File: src/rtl/execute_stage.sv
// Execute stage: forwards operands, runs the ALU and resolves branches and jumps.
// Results and redirects are registered toward the memory stage.
module execute_stage #(
  parameter int width_p   = 32,
  parameter int reg_els_p = 32
) (
  input  logic                         clk,
  input  logic                         rst,
  input  logic                         rfetch_execute_v,
  input  logic [width_p-1:0]           rfetch_execute_pc,
  input  logic [width_p-1:0]           rfetch_execute_imm_data,
  input  logic [width_p-1:0]           rfetch_execute_rs1_data,
  input  logic [width_p-1:0]           rfetch_execute_rs2_data,
  input  logic [$clog2(reg_els_p)-1:0] rfetch_execute_rs1,
  input  logic [$clog2(reg_els_p)-1:0] rfetch_execute_rs2,
  input  logic [$clog2(reg_els_p)-1:0] rfetch_execute_rd,
  input  logic                         rfetch_execute_rd_w_v,
  input  logic                         rfetch_execute_pc_w_v,
  input  logic [2:0]                   rfetch_execute_artop,
  input  logic                         rfetch_execute_alt_art,
  input  logic [2:0]                   rfetch_execute_brop,
  input  logic [2:0]                   rfetch_execute_ldop,
  input  logic [1:0]                   rfetch_execute_strop,
  input  logic                         rfetch_execute_imm_v,
  input  logic                         rfetch_execute_rs1_pc_sel,
  input  logic                         rfetch_execute_imm_passthrough_v,
  input  logic                         writeback_execute_rd_w_v,
  input  logic [$clog2(reg_els_p)-1:0] writeback_execute_rd,
  input  logic [width_p-1:0]           writeback_execute_rd_data,
  input  logic                         memory_execute_stall,
  output logic                         execute_memory_v,
  output logic [width_p-1:0]           execute_memory_pc,
  output logic [width_p-1:0]           execute_memory_result,
  output logic [width_p-1:0]           execute_memory_store_data,
  output logic [$clog2(reg_els_p)-1:0] execute_memory_rd,
  output logic                         execute_memory_rd_w_v,
  output logic [2:0]                   execute_memory_ldop,
  output logic [1:0]                   execute_memory_strop,
  output logic                         execute_fetch_redirect_v,
  output logic [width_p-1:0]           execute_fetch_redirect_pc,
  output logic                         execute_upstream_stall
);

  localparam int ra_w = $clog2(reg_els_p);

  logic               r_v, r_rd_w_v, r_rdr_v;
  logic [width_p-1:0] r_pc, r_result, r_sd, r_rdr_pc;
  logic [ra_w-1:0]    r_rd;
  logic [2:0]         r_ldop;
  logic [1:0]         r_strop;

  logic               w_hazard, w_acc, w_taken, w_cond, w_lt;
  logic               w_ltu, w_eq;
  logic [width_p-1:0] w_rs1, w_rs2, w_a, w_b;
  logic [width_p-1:0] w_alu, w_result, w_target;

  // Loads are not forwarded from EX/MEM; their data only exists later
  always_comb begin
    w_rs1 = rfetch_execute_rs1_data;
    if (rfetch_execute_rs1 == '0)
      w_rs1 = '0;
    else if (r_v && r_rd_w_v && r_ldop == 3'b111
             && r_rd == rfetch_execute_rs1)
      w_rs1 = r_result;
    else if (writeback_execute_rd_w_v
             && writeback_execute_rd == rfetch_execute_rs1)
      w_rs1 = writeback_execute_rd_data;
  end

  always_comb begin
    w_rs2 = rfetch_execute_rs2_data;
    if (rfetch_execute_rs2 == '0)
      w_rs2 = '0;
    else if (r_v && r_rd_w_v && r_ldop == 3'b111
             && r_rd == rfetch_execute_rs2)
      w_rs2 = r_result;
    else if (writeback_execute_rd_w_v
             && writeback_execute_rd == rfetch_execute_rs2)
      w_rs2 = writeback_execute_rd_data;
  end

  assign w_hazard = r_v && r_ldop != 3'b111 && r_rd_w_v
                    && r_rd != '0 && rfetch_execute_v
                    && (r_rd == rfetch_execute_rs1
                        || r_rd == rfetch_execute_rs2);

  assign execute_upstream_stall = memory_execute_stall | w_hazard;

  assign w_acc = rfetch_execute_v & ~w_hazard & ~r_rdr_v;

  assign w_a = rfetch_execute_rs1_pc_sel ? rfetch_execute_pc : w_rs1;
  assign w_b = rfetch_execute_imm_v ? rfetch_execute_imm_data : w_rs2;

  assign w_lt  = $signed(w_a) < $signed(w_b);
  assign w_ltu = w_a < w_b;

  always_comb begin
    w_alu = '0;
    case (rfetch_execute_artop)
      3'b000: w_alu = rfetch_execute_alt_art ? w_a - w_b : w_a + w_b;
      3'b001: w_alu = w_a << w_b[4:0];
      3'b010: w_alu = {{(width_p-1){1'b0}}, w_lt};
      3'b011: w_alu = {{(width_p-1){1'b0}}, w_ltu};
      3'b100: w_alu = w_a ^ w_b;
      3'b101: w_alu = rfetch_execute_alt_art
                      ? width_p'($signed(w_a) >>> w_b[4:0])
                      : w_a >> w_b[4:0];
      3'b110: w_alu = w_a | w_b;
      default: w_alu = w_a & w_b;
    endcase
  end

  assign w_result = rfetch_execute_imm_passthrough_v
                    ? rfetch_execute_imm_data
                    : rfetch_execute_pc_w_v
                      ? rfetch_execute_pc + width_p'(4)
                      : w_alu;

  assign w_eq = w_rs1 == w_rs2;

  always_comb begin
    w_cond = 1'b0;
    case (rfetch_execute_brop)
      3'b000: w_cond = w_eq;
      3'b001: w_cond = ~w_eq;
      3'b100: w_cond = $signed(w_rs1) < $signed(w_rs2);
      3'b101: w_cond = ~($signed(w_rs1) < $signed(w_rs2));
      3'b110: w_cond = w_rs1 < w_rs2;
      3'b111: w_cond = ~(w_rs1 < w_rs2);
      default: w_cond = 1'b0;
    endcase
  end

  assign w_taken  = rfetch_execute_pc_w_v | w_cond;
  assign w_target = rfetch_execute_pc_w_v
                    ? ((w_a + rfetch_execute_imm_data)
                       & ~width_p'(1))
                    : rfetch_execute_pc + rfetch_execute_imm_data;

  always_ff @(posedge clk or posedge rst) begin
    if (rst) begin
      r_v      <= 1'b0;
      r_rd_w_v <= 1'b0;
      r_ldop   <= 3'b111;
      r_strop  <= 2'b11;
      r_pc     <= '0;
      r_result <= '0;
      r_sd     <= '0;
      r_rd     <= '0;
      r_rdr_v  <= 1'b0;
      r_rdr_pc <= '0;
    end else if (memory_execute_stall) begin
      r_rdr_v  <= 1'b0;
    end else begin
      r_v      <= w_acc;
      r_rd_w_v <= w_acc & rfetch_execute_rd_w_v
                  & (rfetch_execute_rd != '0);
      r_ldop   <= w_acc ? rfetch_execute_ldop : 3'b111;
      r_strop  <= w_acc ? rfetch_execute_strop : 2'b11;
      r_pc     <= rfetch_execute_pc;
      r_result <= w_result;
      r_sd     <= w_rs2;
      r_rd     <= rfetch_execute_rd;
      r_rdr_v  <= w_acc & w_taken;
      r_rdr_pc <= w_target;
    end
  end

  assign execute_memory_v          = r_v;
  assign execute_memory_pc         = r_pc;
  assign execute_memory_result     = r_result;
  assign execute_memory_store_data = r_sd;
  assign execute_memory_rd         = r_rd;
  assign execute_memory_rd_w_v     = r_rd_w_v;
  assign execute_memory_ldop       = r_ldop;
  assign execute_memory_strop      = r_strop;
  assign execute_fetch_redirect_v  = r_rdr_v;
  assign execute_fetch_redirect_pc = r_rdr_pc;

endmodule

File: config.mk
export PLATFORM = sky130hd
export DESIGN_NAME = execute_stage
export DESIGN_NICKNAME = d
export VERILOG_FILES = /design/src/rtl/execute_stage.sv
export SDC_FILE = /design/constraint.sdc
export NUM_CORES = 1
export LEC_CHECK = 0
export CORE_UTILIZATION = 30
export DETAILED_ROUTE_END_ITERATION = 8
export GPL_TIMING_DRIVEN = 0
export PLACE_DENSITY = 0.49
export SYNTH_ARGS = -nofsm -noshare
export SYNTH_HDL_FRONTEND = slang
export SYNTH_SLANG_ARGS = --single-unit
File: constraint.sdc
create_clock -name clk -period 9.8 [get_ports clk]
set_input_delay 2.45 -clock clk [delete_from_list [all_inputs] [get_ports clk]]
set_output_delay 2.45 -clock clk [all_outputs]
set_load 0.01 [all_outputs]
After elaboration in Yosys (flattened, before gate mapping):

Index checks and enable logic that the tools add are counted.

* memory bits (read-only): 0
* logic and storage cells: 91
* memories: 0
* input port bits: 202
* bits in latches: 0
* flip-flop bits (word level): 141
* output and inout port bits: 142
* memory bits (writable): 0

* magnitude comparators: 4
* muxes and demuxes: 18
* divide/modulo/power cells: 0
* bitwise operators: 15
* multipliers: 0
* shift operators: 3
* add/sub/neg operators: 5
* eq/ne operators: 18
* reductions and logical operators: 18

Operator list (count)
* 2-to-1 mux 32 bit: 13
* case mux 32 bit (7 select lines): 1
* < comparator 32 bit: 4
* adder 32 bit: 3
* adder 32 x 3 -> 32 bit, second input constant: 1
* AND 32 bit: 1
* == test 32 bit: 1
* OR 32 bit: 1
* << shifter 32 x 5 -> 32 bit: 1
* >> shifter 32 x 5 -> 32 bit: 1
* >>> shifter 32 x 5 -> 32 bit: 1
* subtractor 32 bit: 1
* bitwise XOR 32 bit: 1
* == test 3 bit, second input constant: 8
* == test 5 bit: 4
* logical AND 1 bit: 11
* zero test 5 bit: 2
* nonzero test 5 bit: 2
* == test 3 x 1 -> 1 bit, second input constant: 2
* == test 3 x 2 -> 1 bit, second input constant: 2
* zero test 3 bit: 2
* case mux 1 bit (6 select lines): 1
* AND 1 bit: 5
* inverter 1 bit: 5
* 6 further kinds: 7

Depth between registers and ports, before layout:

Gate-level depths: netlist of run 1.

* depth after elaboration: 11
* mapped depth: 24
* gate-level depth less buffers: 20

Worst setup path after synthesis of run 1:

Ideal clock, no wire load.

* path kind: input-to-reg
* start point: in rfetch_execute_rs2[0]
* end point: reg r_result[30] (netlist: execute_memory_result[30])
* path slack: 2.350 ns
* cell stages on the path: 21
* data arrival time: 7.309 ns
* path buffers: 4
* setup time: 0.141 ns
* path through: xnor2_1 nand3_2 or2_2 buf_2 a221o_1 a22oi_2 clkbuf_1 clkbuf_1 ha_1 buf_2 a2111o_1 a31o_2 nand4b_1 a211oi_1 a2111oi_1 a211oi_1 or2_2 a211oi_1 xnor2_1 o221a_2 o221ai_1

* cells in the longest elaborated chain, start to end: 11
* elaborated cells on any way between the ends: 22
* those cells by class: add/sub (2); eq/ne (2); shift (3); mux (9); bitwise (3); reduce/logical (3)

RTL lines
* from (decl): RTL line 15 `input logic [$clog2(reg_els_p)-1:0] rfetch_execute_rs2,`
* == test 5 bit: RTL line 78 `&& writeback_execute_rd == rfetch_execute_rs2)`
* logical AND 1 bit: RTL line 78
* 2-to-1 mux 32 bit: RTL line 77 `else if (writeback_execute_rd_w_v`
* 2-to-1 mux 32 bit: RTL line 74 `else if (r_v && r_rd_w_v && r_ldop == 3'b111`
* 2-to-1 mux 32 bit *: RTL line 72 `if (rfetch_execute_rs2 == '0)`
* 2-to-1 mux 32 bit *: RTL line 92 `assign w_b = rfetch_execute_imm_v ? rfetch_execute_imm_data : w_rs2;`
* adder 32 bit, or another cell as far along: RTL line 100 `3'b000: w_alu = rfetch_execute_alt_art ? w_a - w_b : w_a + w_b;`
* 2-to-1 mux 32 bit, on equally long branches: RTL line 100, 106
* case mux 32 bit (7 select lines) *: RTL line 99 `case (rfetch_execute_artop)`
* 2-to-1 mux 32 bit *: RTL line 116 `? rfetch_execute_pc + width_p'(4)`
* 2-to-1 mux 32 bit *: RTL line 114 `? rfetch_execute_imm_data`
* to (signal assigned): RTL line 161 `r_result <= w_result;`
* to (decl): RTL line 47 `logic [width_p-1:0] r_pc, r_result, r_sd, r_rdr_pc;`

Every way passes the cells marked *; elsewhere a longest branch is shown, timed or not.
A chain may end at the register's enable or synchronous reset.

Worst setup path after layout of run 1:

* start point: in rfetch_execute_rs2[3]
* end point: reg r_result[31] (netlist: execute_memory_result[31])

The elaborated chain is that of the path after synthesis.

==> run metrics, run 1 <==
initial antenna violation count=14; max cap viols=3; final hold slack=0.4853 ns; share of cells above drive strength 1=~6.8%; Unique masters post-synth=95; failing checks=capacitance limit, slew limit; Initial Utilization=a little under a third; WS Path Type=primary input to register; actual slew at the worst max-slew pin=between 1.5 and 2 ns; CTS clk-pin slew, worst paths=0.08 ns; Final Cycle Share=a little under 100%; Syn. warnings=0; CTS sink count=141; Vias=approximately 29000; Sum Neg Setup Slack=0 ns; end of the worst hold path=execute_memory_store_data[30]$_DFFE_PP0N_; Fillers=a little under 8000; Max VDD drop=between 0.1 and 0.15 mV; Die Area=74820 um2; gr busiest metal=met2; Rel. slew slack=-11.16%; Pwr Total=between 0.003 and 0.004 W; asr flop ratio synth=100.0%; Max Slew Vio Count=18; Synth Net Count=3403; Setup Skew=roughly 0.021 ns; WP data arrival=9.97 ns; CP required=10.11 ns; Global Route Usage Sum=between 40% and 50%; endpoints failing setup=0; clock root buffer=clkbuf_16; launch point of the worst reg-to-reg path=execute_memory_ldop[2]$_DFFE_PP1N_; drt wl/cell=roughly 39 um; Cell Int Power=between 0.0015 and 0.002 W; number of synthesized flops with an enable pin=0; Area after DPL=27130 um2; most frequent cells in the layout=clkdlybuf4s50_1 (340), nand2_1 (284), o21ai_0 (234); IO buf count=340; Mapped Cells=about 3000; Worst setup SP type=primary input; Seq/Total Area, Yosys=between 15 and 20%; antenna-violating nets left=0; FF-to-FF path depth=21; area occupied by multi-input gates=roughly 17000 um2; Num CTS Buffers=17; sw power=between 0.0015 and 0.002 W; Pwr per Cell Area=between 100 and 150 nW/um2; clk buf depth=2; status=complete, but fails checks; CTS tree=yes; finished layout cell area=~28000 um2; core area=about 73000 um2; Fmax achieved=0.1035 GHz; M2 GR Usage=between 60 and 70%; vias in the first global route=around 27000; Comb pwr share=a little under 60%; post-route DRC violation count=0; Post-Route WL=between 150000 and 200000 um; Worst Setup End Kind=register; Hold-fix buffers, CTS=0; Reg area=3535 um2; Hold Crit Class=register to register; die extent in y=approximately 270 um; router iterations before antenna repair=9; HP Start=execute_memory_store_data[30]$_DFFE_PP0N_; Worst path max stage delay=a little under 0.8 ns; RSZ-0062 raised after global routing=no; I/O pin total=around 340; flops & latches, synth=141; Flop pwr share=21.3%; Syn Area/Cell=7.359 um2; GRT met3 Usage=approximately 15%; met1 global-route usage=~57%; first-pass GRT wire length=around 230000 um; Hold Path Depth=2; switch share=~51%; crit-path max FO=20; Min Clock Period, post-route=a little under 10 ns; reg-to-reg slack, setup=~2.2 ns; clock latency on the worst-skew pair=between 0.5 and 0.6 ns; Post-synth top flop=dfrtp_1; most common cell after layout, fill and taps aside=clkdlybuf4s50_1; r2r endpoint=execute_memory_result[31]$_DFFE_PP0N_; H-tree depth=4; Area growth syn-to-layout=25.57%; final net count=about 3800; gpl congestion=1.087; cells along the critical path=clkdlybuf4s50_1, xnor2_1, nand3_1, or2_2, a221o_1, a32oi_2, clkbuf_2, buf_2, ha_1, clkbuf_1, nor2_1, o211ai_1, a32oi_1, o2bb2ai_1, o21ai_1, a31oi_1, o31a_1, o21a_1, nor2_1, xnor2_1, o211ai_1; Via density=about 6.6; HPWL Detailed=135500 um; Slowest-stage cell, CP=o211ai_1; largest net degree at the start of global routing=a little over 80; clock share of power=19.7%; Hold Vio Cnt, Final=0; 1st-iter DRT viols=slightly above 4000; P_leak=about 12 nW; die width=approximately 270 um; std cell rows=99; total congestion overflow=0; Cell Area, Synth=approximately 22000 um2
layer usage:
| metal | vias to the layer above | part of all wire (%) |
|---|---|---|
| met3 | 469 | 13 |
| met2 | 2113 | 39 |
| met5 | - | 0.14 |
| li1 | 11990 | - |
| met4 | 16 | 6.8 |
| met1 | 14060 | 41 |
stage by stage:
step / setup slack [ns] / utilization (%) / std cells
5_1_grt: 0.05951 / 38.05 / 4356
3_5_place_dp: -1.800 / 37.19 / 4324
2_1_floorplan: 2.350 / - / 3006
4_1_cts: 0.05389 / 38.04 / 4356
3_3_place_gp: -1.952 / 36.63 / 4305
6_report: 0.1385 / 38.07 / 4363
critical path: cells and delay by family:
kind	cells	cell delay (ns)
AO/OA/AOI/OAI	10	4.04
XOR/XNOR	2	0.42
adder cells (fa/ha/maj)	1	0.34
buffers and inverters	4	1.84
AND/OR/NAND/NOR	4	0.82
sequential cells by signal, indices dropped and copies added (netlist names):
signal,cells
execute_memory_strop,2
execute_memory_ldop,3
execute_memory_pc,32
execute_memory_v,1
execute_memory_result,32
execute_fetch_redirect_pc,32
execute_memory_store_data,32
execute_memory_rd,5
execute_memory_rd_w_v,1
execute_fetch_redirect_v,1
timing repair:
action | 4_1_cts | 5_1_grt
setup endpoints to repair | 16 | 8
pin swaps | 1 | 0
setup buffers | 2 | 0
gates resized for setup | 5 | 4
final cells by class:
cell class / instances / share of cell area, %
Timing Repair Buffer: 362 / 13.33
Antenna cell: 7 / 0.06306
Multi-Input combinational cell: 2502 / 62.26
Clock inverter: 14 / 0.5405
Sequential cell: 141 / 12.73
Clock buffer: 18 / 1.545
Tap cell: 959 / 4.320
Inverter: 150 / 2.059
Buffer: 210 / 3.158
synth_stat cells (12+ instances only):
cell        n  area share (%)
o21ai_0   246             5.6
o22a_1     12            0.48
nor3_1     65             1.5
o21a_1     34             1.2
and2_1     20            0.57
a21o_1     60             2.0
ha_1      191              11
o221ai_1   40             1.6
a211oi_1   57             1.9
o31ai_1    49             1.7
nand2_1   284             4.8
mux2i_1   107             4.8
nand4b_1   21            0.83
xor2_1     43             1.7
a22oi_1    16            0.54
nand2b_1   22            0.62
nand3_1    63             1.4
a21boi_0   48             1.6
a221o_1    14            0.63
a21oi_1   228             5.2
a221oi_1   13            0.51
o22ai_1    26            0.74
inv_1     143             2.4
nor2b_1    13            0.37
o21bai_1   21            0.71
buf_2      29            0.66
clkbuf_1  152             2.6
o211ai_1  115             3.9
nor2_1    231             3.9
buf_1      20            0.34
a31oi_1    31            0.88
o21ai_1    20            0.45
xnor2_1    76             3.0
mux2_2     60             3.1
nand4_1    19            0.54
dfrtp_1   136              15
or3_1      26            0.74
and3_1     54             1.5
worst max path at each step:
stage               slack, ns                  start  cells past startpoint                               endpoint
floorplan                2.35  rfetch_execute_rs2[0]                     21  execute_memory_result[30]$_DFFE_PP0N_
global placement        -1.95  rfetch_execute_rs2[3]                     22  execute_memory_result[19]$_DFFE_PP0N_
detailed placement      -1.80  rfetch_execute_rs2[3]                     22  execute_memory_result[19]$_DFFE_PP0N_
CTS                      0.05  rfetch_execute_rs2[3]                     22  execute_memory_result[19]$_DFFE_PP0N_
global route             0.06  rfetch_execute_rs2[3]                     23  execute_memory_result[30]$_DFFE_PP0N_
finish                   0.14  rfetch_execute_rs2[3]                     21  execute_memory_result[31]$_DFFE_PP0N_
power groups by stage:
stage	Combinational, W	Clock, W	Sequential [W]
after global routing	0.00218	0.000736	0.000769
after CTS	0.00202	0.000713	0.000758
after global placement	0.00201	0	0.000767
final	0.00213	0.000711	0.000768
after detailed placement	0.00201	0	0.000769
after floorplan	0.00101	0	0.000754
kinds of logic (layout without fill, tap and decap cells):
kind of cell	count (synthesis)	after routing	synth area share [%]
flip-flops	141	141	15.98
adder cells (fa/ha/maj)	195	195	11.17
XOR/XNOR	119	119	4.712
AO/OA/AOI/OAI	1155	1155	34.95
buffers and inverters	363	754	6.556
multiplexers	171	171	8.270
AND/OR/NAND/NOR	862	862	18.37
other	0	7	0
Note: power is estimated with default switching activity, not from simulation.
==> run 2: changes to the inputs <==
--- a/config.mk
+++ b/config.mk
@@ -8,7 +8,7 @@
 export CORE_UTILIZATION = 30
 export DETAILED_ROUTE_END_ITERATION = 8
 export GPL_TIMING_DRIVEN = 0
-export PLACE_DENSITY = 0.49
+export PLACE_DENSITY = 0.6
 export SYNTH_ARGS = -nofsm -noshare
 export SYNTH_HDL_FRONTEND = slang
 export SYNTH_SLANG_ARGS = --single-unit
==> run 2 against run 1 <==
Against the previous run:
- the run still ends with capacitance limit, slew limit left
- power down 2.3%
- design area down 0.27%
- sequential share of layout area about the same
- critical path depth unchanged
==> run metrics, run 2 (synthesis gave the netlist of run 1 again) <==
max cap viols=2 (-1); most frequent cells in the layout=clkdlybuf4s50_1 (340), nand2_1 (284), nor2_1 (230), o21ai_0 (230), a21oi_1 (228); area occupied by multi-input gates=17270 um2 (-0.16%); I/O pin total=344 (unchanged); final net count=3777 (-0.11%); Hold Crit Class=register to register; router iterations before antenna repair=7 (-2); largest net degree at the start of global routing=82 (unchanged); Pwr per Cell Area=127.1 nW/um2 (-2.0%); Reg area=3535 um2 (unchanged); die width=273.5 um (unchanged); Initial Utilization=30.32% (unchanged); HPWL Detailed=133900 um (-1.1%); die extent in y=273.5 um (unchanged); WP data arrival=10.00 ns (+0.03 ns); Post-Route WL=164100 um (-2.4%); Fillers=7883 (-0.11%); r2r endpoint=execute_memory_result[23]$_DFFE_PP0N_; Worst path depth=21 (unchanged); launch point of the worst reg-to-reg path=execute_memory_ldop[2]$_DFFE_PP1N_; IO buf count=340 (unchanged); Hold Vio Cnt, Final=0 (unchanged); Crit path max-delay family=compound AO/OA/AOI/OAI gates; first-pass GRT wire length=220700 um (-2.1%); WP buf/inv=4 (unchanged); Max VDD drop=0.09835 mV (-32%); Global Route Usage Sum=42.43% (-1.3 points); Area growth syn-to-layout=25.23%; std cell rows=99 (unchanged); dpl ws=-0.9234 ns (+0.8769 ns); Fmax achieved=0.1033 GHz (-0.18%); Final Cycle Share=98.76% (+0.18 points); total congestion overflow=0 (unchanged); actual slew at the worst max-slew pin=1.600 ns (-0.05666 ns); clk buf depth=2 (unchanged); P_leak=11.47 nW (-0.32%); gpl congestion=1.107 (+1.8%); Cell Count, Final, Fillers Out=4360 (-0.069%); Min Clock Period, post-route=9.679 ns (+0.01741 ns); Vias=28750 (+0.37%); cells along the critical path=clkdlybuf4s50_1, xnor2_1, nand3_1, or2_2, a221o_1, a32oi_2, clkbuf_1, buf_2, ha_1, clkbuf_1, nor2_1, o211ai_1, a32oi_1, o2bb2ai_1, o21ai_1, a21oi_1, a21oi_1, xnor2_1, o21ai_0, a31oi_1, a31oi_1; core area=72960 um2 (unchanged); Num CTS Buffers=17 (unchanged); CP required=10.12 ns (about the same); most common cell after layout, fill and taps aside=clkdlybuf4s50_1; status=complete, but fails checks; Rel. slew slack=-6.646% (+4.5 points); CP endpoint=execute_memory_result[23]$_DFFE_PP0N_; CTS clk-pin slew, worst paths=0.07 ns (about the same); reg-to-reg slack, setup=2.24 ns (+0.04 ns); Worst path max stage delay=0.73 ns (-0.06 ns); Sum Neg Setup Slack=0 ns (unchanged); critical path startpoint=writeback_execute_rd[4]; Worst setup SP type=primary input; Max Slew Vio Count=12 (-6); drt wl/cell=37.63 um (-2.3%); failing checks=capacitance limit, slew limit; WS Path Type=primary input to register; share of cells above drive strength 1=6.572% (-0.26 points); Pwr Total=0.003521 W (-2.3%); post-route DRC violation count=0 (unchanged); Die Area=74820 um2 (unchanged); CTS sink count=141 (unchanged); Via density=6.594 (+0.44%); vias in the first global route=27020 (+1.2%); CTS tree=yes; final hold slack=0.4842 ns (-0.001121 ns); antenna-violating nets left=0 (unchanged); FF-to-FF path depth=21 (unchanged); PnR worst setup slack=0.1211 ns (-0.01741 ns); Setup Skew=0.01515 ns (-0.005744 ns); Slowest-stage cell, CP=clkbuf_1; initial antenna violation count=15 (+1); RSZ-0062 raised after global routing=no; clock root buffer=clkbuf_16; Worst Setup End Kind=register; clock latency on the worst-skew pair=0.49 ns (-0.03 ns); crit-path max FO=20 (unchanged); dpl cells=4321 (-0.069%); Hold-fix buffers, CTS=0 (unchanged); H-tree depth=4 (unchanged); endpoints failing setup=0 (unchanged); 1st-iter DRT viols=4258 (+2.5%)
==> run 2: cell types whose count changed in the layout (fill, tap and decap cells not counted), sizes merged <==
cell,delta
buf,-4
bufinv,-1
diode,+1
inv,+1
==> run 2: worst min-delay path by stage <==
| stage | startpoint | to | slack (ns) | cells after the start |
|---|---|---|---|---|
| finish | execute_memory_store_data[4]$_DFFE_PP0N_ | execute_memory_store_data[4]$_DFFE_PP0N_ | 0.48 | 2 |
| global route | execute_fetch_redirect_pc[10]$_DFFE_PP0N_ | execute_fetch_redirect_pc[10]$_DFFE_PP0N_ | 0.51 | 2 |
| CTS | execute_memory_store_data[4]$_DFFE_PP0N_ | execute_memory_store_data[4]$_DFFE_PP0N_ | 0.48 | 2 |
| detailed placement | execute_memory_store_data[4]$_DFFE_PP0N_ | execute_memory_store_data[4]$_DFFE_PP0N_ | 0.47 | 2 |
| global placement | execute_memory_store_data[4]$_DFFE_PP0N_ | execute_memory_store_data[4]$_DFFE_PP0N_ | 0.46 | 2 |
| floorplan | execute_fetch_redirect_pc[26]$_DFFE_PP0N_ | execute_fetch_redirect_pc[26]$_DFFE_PP0N_ | 0.52 | 2 |
==> run 2: final cells by class <==
type	instances	area share, %
antenna	8	0.07227
buffer	210	3.162
clock buffer	18	1.549
clock inverter	14	0.4291
inverter	150	2.055
multi-input combinational	2502	62.33
sequential	141	12.76
tap	959	4.332
timing repair buffer	358	13.31
==> run 2: power breakdown <==
group	internal, W	switching (W)	total, W
combinational	0.000729	0.00135	0.00208
clock	0.000333	0.000339	0.000672
sequential	0.000659	0.000111	0.000770
total	0.00172	0.00180	0.00352
==> run 2: timing repair <==
item / CTS / global route
pin swaps: 0 / 1
setup endpoints to repair: 14 / 9
endpoints found under the hold margin: 0 / 0
buffers inserted: 0 / 2
resized for setup: 3 / 8
==> run 2: metal layers <==
layer	wire, um	vias up	GRT usage (%)
li1	-	12020	-
met1	64950	14080	53.31
met2	66860	2107	61.88
met3	20340	521	14.99
met4	11330	22	24.32
met5	582	-	4.172
==> run 2: worst min-delay path: stages, from the launching register on <==
cell	delay (ns)
dfrtp_1	0.34
nand2_1	0.04
o21ai_0	0.06
==> run 2: stage by stage <==
stage               utilization [%]  cell area [um2]
global placement              36.63            26720
finish                        37.97            27700
detailed placement            37.14            27100
floorplan                         -            22120
CTS                           37.90            27650
global route                  37.94            27680
